**config.mk**
```make
export PLATFORM = sky130hd
export DESIGN_NAME = alu_exec_unit
export DESIGN_NICKNAME = d
export VERILOG_FILES = /design/src/rtl/alu_exec_unit.sv
export SDC_FILE = /design/constraint.sdc
export NUM_CORES = 1
export LEC_CHECK = 0
export BUFFER_PORTS_ARGS = -buffer_cell sky130_fd_sc_hd__buf_4
export CORE_UTILIZATION = 35
export CTS_CLUSTER_DIAMETER = 30
export DETAILED_ROUTE_END_ITERATION = 8
export HOLD_SLACK_MARGIN = 0.15
export MAX_ROUTING_LAYER = met4
export PLACE_DENSITY = 0.58
export REMOVE_ABC_BUFFERS = 1
export SLEW_MARGIN = 40
export SYNTH_ARGS = -nofsm -noshare
export SYNTH_HDL_FRONTEND = slang
export SYNTH_SLANG_ARGS = --single-unit
```
**constraint.sdc**
```tcl
create_clock -name clk -period 11 [get_ports clk]
set_input_delay 1.1 -clock clk [delete_from_list [all_inputs] [get_ports clk]]
set_output_delay 1.1 -clock clk [all_outputs]
set_load 0.01 [all_outputs]
```
**src/rtl/alu_exec_unit.sv**
```systemverilog
// EX-stage execution unit. Add, sub, and, or and the reserved code finish in one
// cycle. sll/sllv/srav shift through a 1-bit-per-cycle serial shifter.
// Valid/ready handshakes on both sides let the pipeline stall while a shift runs.
module alu_exec_unit #(
  parameter int WIDTH = 32,
  parameter int SHW   = 5
) (
  input  logic             clk,
  input  logic             reset,
  input  logic             in_valid,
  output logic             in_ready,
  input  logic [2:0]       alu_sel,
  input  logic [WIDTH-1:0] src_a,
  input  logic [WIDTH-1:0] src_b,
  input  logic [SHW-1:0]   shamt,
  output logic             out_valid,
  input  logic             out_ready,
  output logic [WIDTH-1:0] result,
  output logic             zero,
  output logic             ovf,
  output logic             illegal
);

  typedef enum logic [2:0] {
    OP_AND  = 3'b000,
    OP_OR   = 3'b001,
    OP_ADD  = 3'b010,
    OP_SLLV = 3'b011,
    OP_SRAV = 3'b100,
    OP_RSVD = 3'b101,
    OP_SUB  = 3'b110,
    OP_SLL  = 3'b111
  } op_e;

  typedef enum logic [1:0] {S_IDLE, S_SHIFT, S_DONE} state_e;

  state_e           r_state;
  logic [WIDTH-1:0] r_acc;
  logic [SHW-1:0]   r_cnt;
  logic             r_right;
  logic [WIDTH-1:0] r_result;
  logic             r_zero;
  logic             r_ovf;
  logic             r_illegal;
  logic             r_valid;

  op_e              w_op;
  logic             w_accept;
  logic [WIDTH-1:0] w_b_eff;
  logic [WIDTH-1:0] w_sum;
  logic             w_sum_ovf;
  logic [SHW-1:0]   w_cnt;
  logic             w_is_shift;
  logic [WIDTH-1:0] w_res1;
  logic             w_ovf1;
  logic             w_ill1;
  logic [WIDTH-1:0] w_acc_next;

  assign w_op     = op_e'(alu_sel);
  assign in_ready = (r_state == S_IDLE) || ((r_state == S_DONE) && out_ready);
  assign w_accept = in_valid && in_ready;

  // Subtraction is an add of the two's complement; overflow uses that same operand.
  assign w_b_eff   = (w_op == OP_SUB) ? (~src_b + WIDTH'(1)) : src_b;
  assign w_sum     = src_a + w_b_eff;
  assign w_sum_ovf = (src_a[WIDTH-1] == w_b_eff[WIDTH-1]) &&
                     (w_sum[WIDTH-1] != src_a[WIDTH-1]);

  // sll takes its count from shamt; the variable shifts use the low bits of rs.
  assign w_cnt = (w_op == OP_SLL) ? shamt : src_a[SHW-1:0];

  // One serial shift step on the accumulator.
  assign w_acc_next = r_right ? {r_acc[WIDTH-1], r_acc[WIDTH-1:1]}
                              : {r_acc[WIDTH-2:0], 1'b0};

  // Single-cycle result; a zero-count shift passes src_b straight through.
  always_comb begin
    // NOTE: every output of this block gets a default first so no path can infer a latch.
    w_res1     = '0;
    w_ovf1     = 1'b0;
    w_ill1     = 1'b0;
    w_is_shift = 1'b0;
    case (w_op)
      OP_ADD, OP_SUB: begin
        w_res1 = w_sum;
        w_ovf1 = w_sum_ovf;
      end
      OP_AND: w_res1 = src_a & src_b;
      OP_OR:  w_res1 = src_a | src_b;
      OP_SLL, OP_SLLV, OP_SRAV: begin
        w_res1     = src_b;
        w_is_shift = 1'b1;
      end
      default: w_ill1 = 1'b1;
    endcase
  end

  // Control FSM plus the shift datapath and registered outputs.
  always_ff @(posedge clk) begin
    // NOTE: state uses non-blocking assignments so every register sees pre-edge values.
    if (reset) begin
      r_state   <= S_IDLE;
      r_acc     <= '0;
      r_cnt     <= '0;
      r_right   <= 1'b0;
      r_result  <= '0;
      r_zero    <= 1'b0;
      r_ovf     <= 1'b0;
      r_illegal <= 1'b0;
      r_valid   <= 1'b0;
    end else if (w_accept) begin
      // Accept only happens from IDLE or from DONE with a handshake.
      if (w_is_shift && (w_cnt != '0)) begin
        r_state   <= S_SHIFT;
        r_acc     <= src_b;
        r_cnt     <= w_cnt;
        r_right   <= (w_op == OP_SRAV);
        r_valid   <= 1'b0;
        r_ovf     <= 1'b0;
        r_illegal <= 1'b0;
      end else begin
        r_state   <= S_DONE;
        r_result  <= w_res1;
        r_zero    <= (w_res1 == '0);
        r_ovf     <= w_ovf1;
        r_illegal <= w_ill1;
        r_valid   <= 1'b1;
      end
    end else begin
      case (r_state)
        S_SHIFT: begin
          r_acc <= w_acc_next;
          r_cnt <= r_cnt - 1'b1;
          if (r_cnt == SHW'(1)) begin
            r_state  <= S_DONE;
            r_result <= w_acc_next;
            r_zero   <= (w_acc_next == '0);
            r_valid  <= 1'b1;
          end
        end
        S_DONE: begin
          if (out_ready) begin
            r_state   <= S_IDLE;
            r_valid   <= 1'b0;
            r_illegal <= 1'b0;
          end
        end
        default: ;
      endcase
    end
  end

  assign out_valid = r_valid;
  assign result    = r_result;
  assign zero      = r_zero;
  assign ovf       = r_ovf;
  assign illegal   = r_illegal;

endmodule

```
# Word level (Yosys, flattened, before mapping)
# Index checks and enable logic that the tools add are counted.
dict set report totals {
  output_inout_bits 37
  register_bits 76
  elab_cells 88
  inputBits 76
}
dict set report classes {
  eq_ne 15
  reduce_logical 23
  n_mux 35
  add_sub_neg 3
  bitwise 3
}
# cell count
set op_table {}
lappend op_table {{2-to-1 mux 32 bit} 9}
lappend op_table {{one-hot mux 32 bit (4 select lines)} 1}
lappend op_table {{zero test 32 bit} 2}
lappend op_table {{adder 32 x 1 -> 32 bit (second input constant)} 1}
lappend op_table {{adder 32 bit} 1}
lappend op_table {{bitwise AND 32 bit} 1}
lappend op_table {{inverter 32 bit} 1}
lappend op_table {{bitwise OR 32 bit} 1}
lappend op_table {{2-to-1 mux 5 bit} 4}
lappend op_table {{2-to-1 mux 1 bit} 15}
lappend op_table {{equality test 3 bit (second input constant)} 3}
lappend op_table {{2-to-1 mux 2 bit} 4}
lappend op_table {{nonzero test 2 bit} 4}
lappend op_table {{OR reduction 7 bit} 1}
lappend op_table {{equality test 3 x 2 -> 1 bit (second input constant)} 2}
lappend op_table {{inequality test 3 bit (second input constant)} 2}
lappend op_table {{AND reduction 2 bit} 3}
lappend op_table {{AND reduction 3 bit} 2}
lappend op_table {{equality test 5 x 1 -> 1 bit (second input constant)} 1}
lappend op_table {{nonzero test 5 bit} 1}
lappend op_table {{subtractor 5 x 1 -> 5 bit (second input constant)} 1}
lappend op_table {{logical AND 1 bit} 4}
lappend op_table {{one-hot mux 2 bit (2 select lines)} 1}
lappend op_table {{equality test 3 x 1 -> 1 bit (second input constant)} 1}
lappend op_table {{13 further kinds} 13}

# Longest topological paths before layout
dict set report logic_depth {
  word_depth 8
  mapped_depth 20
  ltp_nobuf 19
}

# Least setup slack after synthesis
# No wires, ideal clock.
dict set report synth_timing {
  path_type {input to register}
  startpoint {input port alu_sel[1]}
  endpoint {register r_zero, in the netlist zero}
  path_slack_ps 5560
  required_time_ps 10913
  arrival_ps 5353
  cell_stages 19
  setup_time_ps 87
  n_path_buf 3
  path_cell_list {clkbuf_1 > inv_1 > nor2_1 > clkbuf_1 > buf_2 > nand2_1 > nor2_1 > xor2_1 > ha_1 > and3_1 > a221oi_2 > o22ai_2 > o31a_1 > a2111oi_1 > o21bai_2 > xor2_1 > o221ai_2 > or3_1 > o31ai_1}
}
dict set report synth_via {
  elab_chain_len 7
  elab_cells_between_ends 21
  cone_classes {1 x add/sub; 7 x eq/ne; 6 x mux; 7 x reduce/logical}
}
# item line_no
set synth_rtl {}
lappend synth_rtl {{start: declaration} 12} ;# input logic [2:0] alu_sel,
lappend synth_rtl {{equality test 3 bit} {64, 83}}
lappend synth_rtl {{2-to-1 mux 32 bit} 64} ;# assign w_b_eff = (w_op == OP_SUB) ? (~src_b + WIDTH'(1)) : src_b;
lappend synth_rtl {{adder 32 bit} 65} ;# assign w_sum = src_a + w_b_eff;
lappend synth_rtl {{one-hot mux 32 bit (4 select lines)} 83} ;# case (w_op)
lappend synth_rtl {{zero test 32 bit} 124} ;# r_zero <= (w_res1 == '0);
lappend synth_rtl {{2-to-1 mux 1 bit} 113} ;# if (w_is_shift && (w_cnt != '0)) begin
lappend synth_rtl {{2-to-1 mux 1 bit} 111} ;# end else if (w_accept) begin
lappend synth_rtl {{end signal: assignment} 124}
lappend synth_rtl {{end signal: assignment} 137} ;# r_zero <= (w_acc_next == '0);
lappend synth_rtl {{end: declaration} 42} ;# logic r_zero;
# Several ways; a longest one is shown, not always the timed one. The select of a mux whose other input is x is not followed.
# A chain may end at the register's enable or synchronous reset.

# Worst setup path after layout
dict set report layout_timing {
  startpoint {input port alu_sel[0]}
  endpoint {register r_zero, in the netlist zero}
}
# Same word-level chain as after synthesis.

==> results by group <==
Outcome
  – Outcome: completed

Synth
  – Yosys warnings: 0
  – Synth Register Bits: between 70 and 80
  – Yosys top cell area share: 19.9%
  – Seq/Total Area, Yosys: 19.9%
  – Count of unique library cells instantiated by Yosys: slightly below 80
  – Syn Inst Count: about 1.1k
  – Main synth FF type: dfxtp_1
  – Synth area leader: dfxtp_1
  – Share of flip-flops with an asynchronous set or reset after synthesis: 0%
  – Number of flops mapped to enable cells by yosys: 0
  – Avg Cell Area, Syn: ~7.1 sq um
  – Largest cells by area after synthesis: dfxtp_1 20%, a21oi_1 8.1%, ha_1 6.8%
  – Syn Std Cell Area: 0.00755 sq mm

Detailed routing
  – DR iter-0 viols: roughly 680
  – Highest Signal Layer: met4
  – Final WL: 27.2 mm
  – Met2 Wirelength: 12.7 mm
  – Via density: 5.89
  – Via count: 8198
  – Antenna Nets Post-Route: 0
  – Met3 Wirelength: approximately 1.7 mm
  – DRC violations left: 0
  – WL met1: about 12 mm
  – Drt wl/cell: slightly below 20 microns
  – DRT Pass-1 Iters: 5

Floorplanning
  – CORE AREA: around 0.021 sq mm
  – IO Count: roughly 110
  – Starting Density: 35.8%
  – Row Count: 53
  – Die Width: 149 microns
  – Die height: between 100 and 150 microns
  – Die ar.: around 0.022 sq mm

Worst setup path
  – CP top delay family: compound AO/OA/AOI/OAI gates
  – Max incr delay on CP: about 0.54 ns
  – Crit end category: flip-flop
  – Reg2Reg Capture Point: zero
  – Required time worst endpoint: about 11 ns
  – Buf/Inv on CP: 3
  – Reg2Reg Setup Slack: about 7.7 ns
  – Reg-to-reg startpoint: r_state[1]
  – Worst path cell trace: buf_4 > nand2b_1 > buf_4 > nor2_1 > buf_4 > o31ai_1 > xnor2_1 > ha_1 > a21oi_1 > a311oi_1 > a31o_2 > o31a_1 > a2111oi_1 > o21bai_2 > xor2_1 > o221ai_2 > or3_1 > o31ai_1
  – Critical path peak fanout: 75
  – Crit start category: primary input
  – Crit path DAT: about 5.7 ns
  – Critical path's most frequent cell: buf_4
  – Worst-path cell with the longest stage delay: buf_4
  – CP Class: in2reg
  – FF-to-FF path depth: 12

Layout
  – Area Growth Syn to Fin: 16.4%
  – Final core occ: 41.7%
  – Commonest cells after routing, fill and taps aside: 132 x nor2_1, 124 x buf_4, 122 x a21oi_1
  – Post-route design area: approximately 0.0088 sq mm
  – Nets: about 1.2k
  – Layout cells sized above 1: about 16%
  – Fillers: roughly 2.2k
  – Diodes inserted: 0
  – Commonest non-fill, non-tap cell in the layout: nor2_1

STA
  – Final period util: approximately half
  – FMAX: around 180 MHz
  – Final Skew: approximately 0.012 ns
  – Hold slack: ~0.47 ns
  – Slew @ Worst Pin: between 0.8 and 0.9 ns
  – Worst slew margin: a little over two fifths
  – Post-layout min period: around 5.4 ns
  – Setup TNS: 0 ns
  – RSZ-0062 raised after global routing: no
  – Final Hold Violating Endpoints: 0
  – Count of pins over their slew limit: 0
  – Setup violators final: 0

Power
  – P per Cell Area: 121 mW/mm^2
  – Leak pwr: between 3 and 4 nW
  – Pwr Total: about 1.1 mW
  – Worst vdd ir: 0.0594 mV

Placement
  – Post-DP Area: 0.00848 sq mm
  – HPWL Detailed: about 20 mm
  – IO buf count: between 100 and 150
  – GP Congestion: about 0.90

Clock tree
  – Hold Buf Count CTS: 0
  – Clock tree buffer depth: 2
  – Cts repair resizes: 0
  – Clock latency on the worst-skew pair: between 0.3 and 0.4 ns
  – Root Buffer: clkbuf_16
  – CTS tree: done
  – TritonCTS Buffers: 9
  – CTS clock-pin slew for the worst setup and hold paths: around 0.060 ns
  – Clk sinks: 75
  – H-Tree Level Count: 3
  – Post-CTS setup buffers: 0

Hold path
  – Worst hold stages: 2
  – Hold Path Origin: result[2]
  – HP Class: reg2reg
  – Hold Crit Endpoint: result[2]

Global routing
  – First-pass GRT wire length: 41.9 mm
  – All-layer global routing usage: roughly 25%
  – Antenna violations before repair: 1
  – Largest net degree at the start of global routing: 76
  – Number of global-route vias before repair: 7456
  – Gr ovfl total: 0

Run
  – Max Cap Violations: 0
## routing by layer
metal | vias to the layer above | track usage [%]
li1 | 4009 | -
met1 | 3869 | 32.8
met2 | 289 | 40.7
met3 | 31 | 2.91
met4 | 0 | 5.36
met5 | - | -
## cell type report
class,instances,area [sq um],area share (%)
Multi-Input combinational cell,881,5630,64.0
Sequential cell,75,1500,17.1
Timing Repair Buffer,125,951,10.8
Tap cell,275,344,3.91
Clock buffer,11,243,2.76
Inverter,20,75.1,0.854
Clock inverter,5,52.6,0.598
## synthesized netlist by cell type (all sizes together), types with 13 or more instances
cell    count
nor2      132
a21oi     122
nand2     105
dfxtp      75
clkbuf     70
o21ai      63
o211ai     44
ha         41
nor3       36
mux2i      35
a211oi     33
xnor2      33
buf        23
xor2       23
inv        20
nand3      15
nand4      14
or3        14
o21a       13
## report_power, final
part	internal [mW]	total, mW	switching [mW]
registers	0.296	0.315	0.0187
clock network	0.181	0.296	0.116
logic	0.176	0.454	0.278
total	0.653	1.07	0.413
## worst min-delay path, stage by stage, from the launching register on
cell and delay (ns):
dfxtp_1 0.31, nand2_1 0.05, a21oi_1 0.05
## worst max-delay path by stage
stage / start / endpoint / depth (start not counted)
3_3_place_gp: alu_sel[0] / zero / 18
4_1_cts: alu_sel[0] / zero / 18
5_1_grt: alu_sel[0] / zero / 18
3_5_place_dp: alu_sel[0] / zero / 18
2_1_floorplan: alu_sel[1] / zero / 16
6_report: alu_sel[0] / zero / 18
## cell families after synthesis
group | synth area share, %
AOI/OAI and AO/OA | 33.0
adders and majority gates | 7.06
DFF | 19.9
xor gates and xnor gates | 6.49
and+or+nand+nor | 22.8
muxes | 4.94
buffers and inverters | 5.86
## metrics by stage
step	instances	setup slack, ns
after floorplan	976	5.37
after global placement	1375	5.31
after detailed placement	1375	5.26
after CTS	1391	5.61
after global routing	1392	5.19
final	1392	5.56
## registers in the layout, indices dropped and copies added, names as in the netlist
| signal | count |
|---|---|
| ovf | 1 |
| r_cnt | 5 |
| illegal | 1 |
| r_right | 1 |
| zero | 1 |
| result | 32 |
| r_state | 2 |
| r_acc | 32 |
Power figures use the tool's default switching activity.
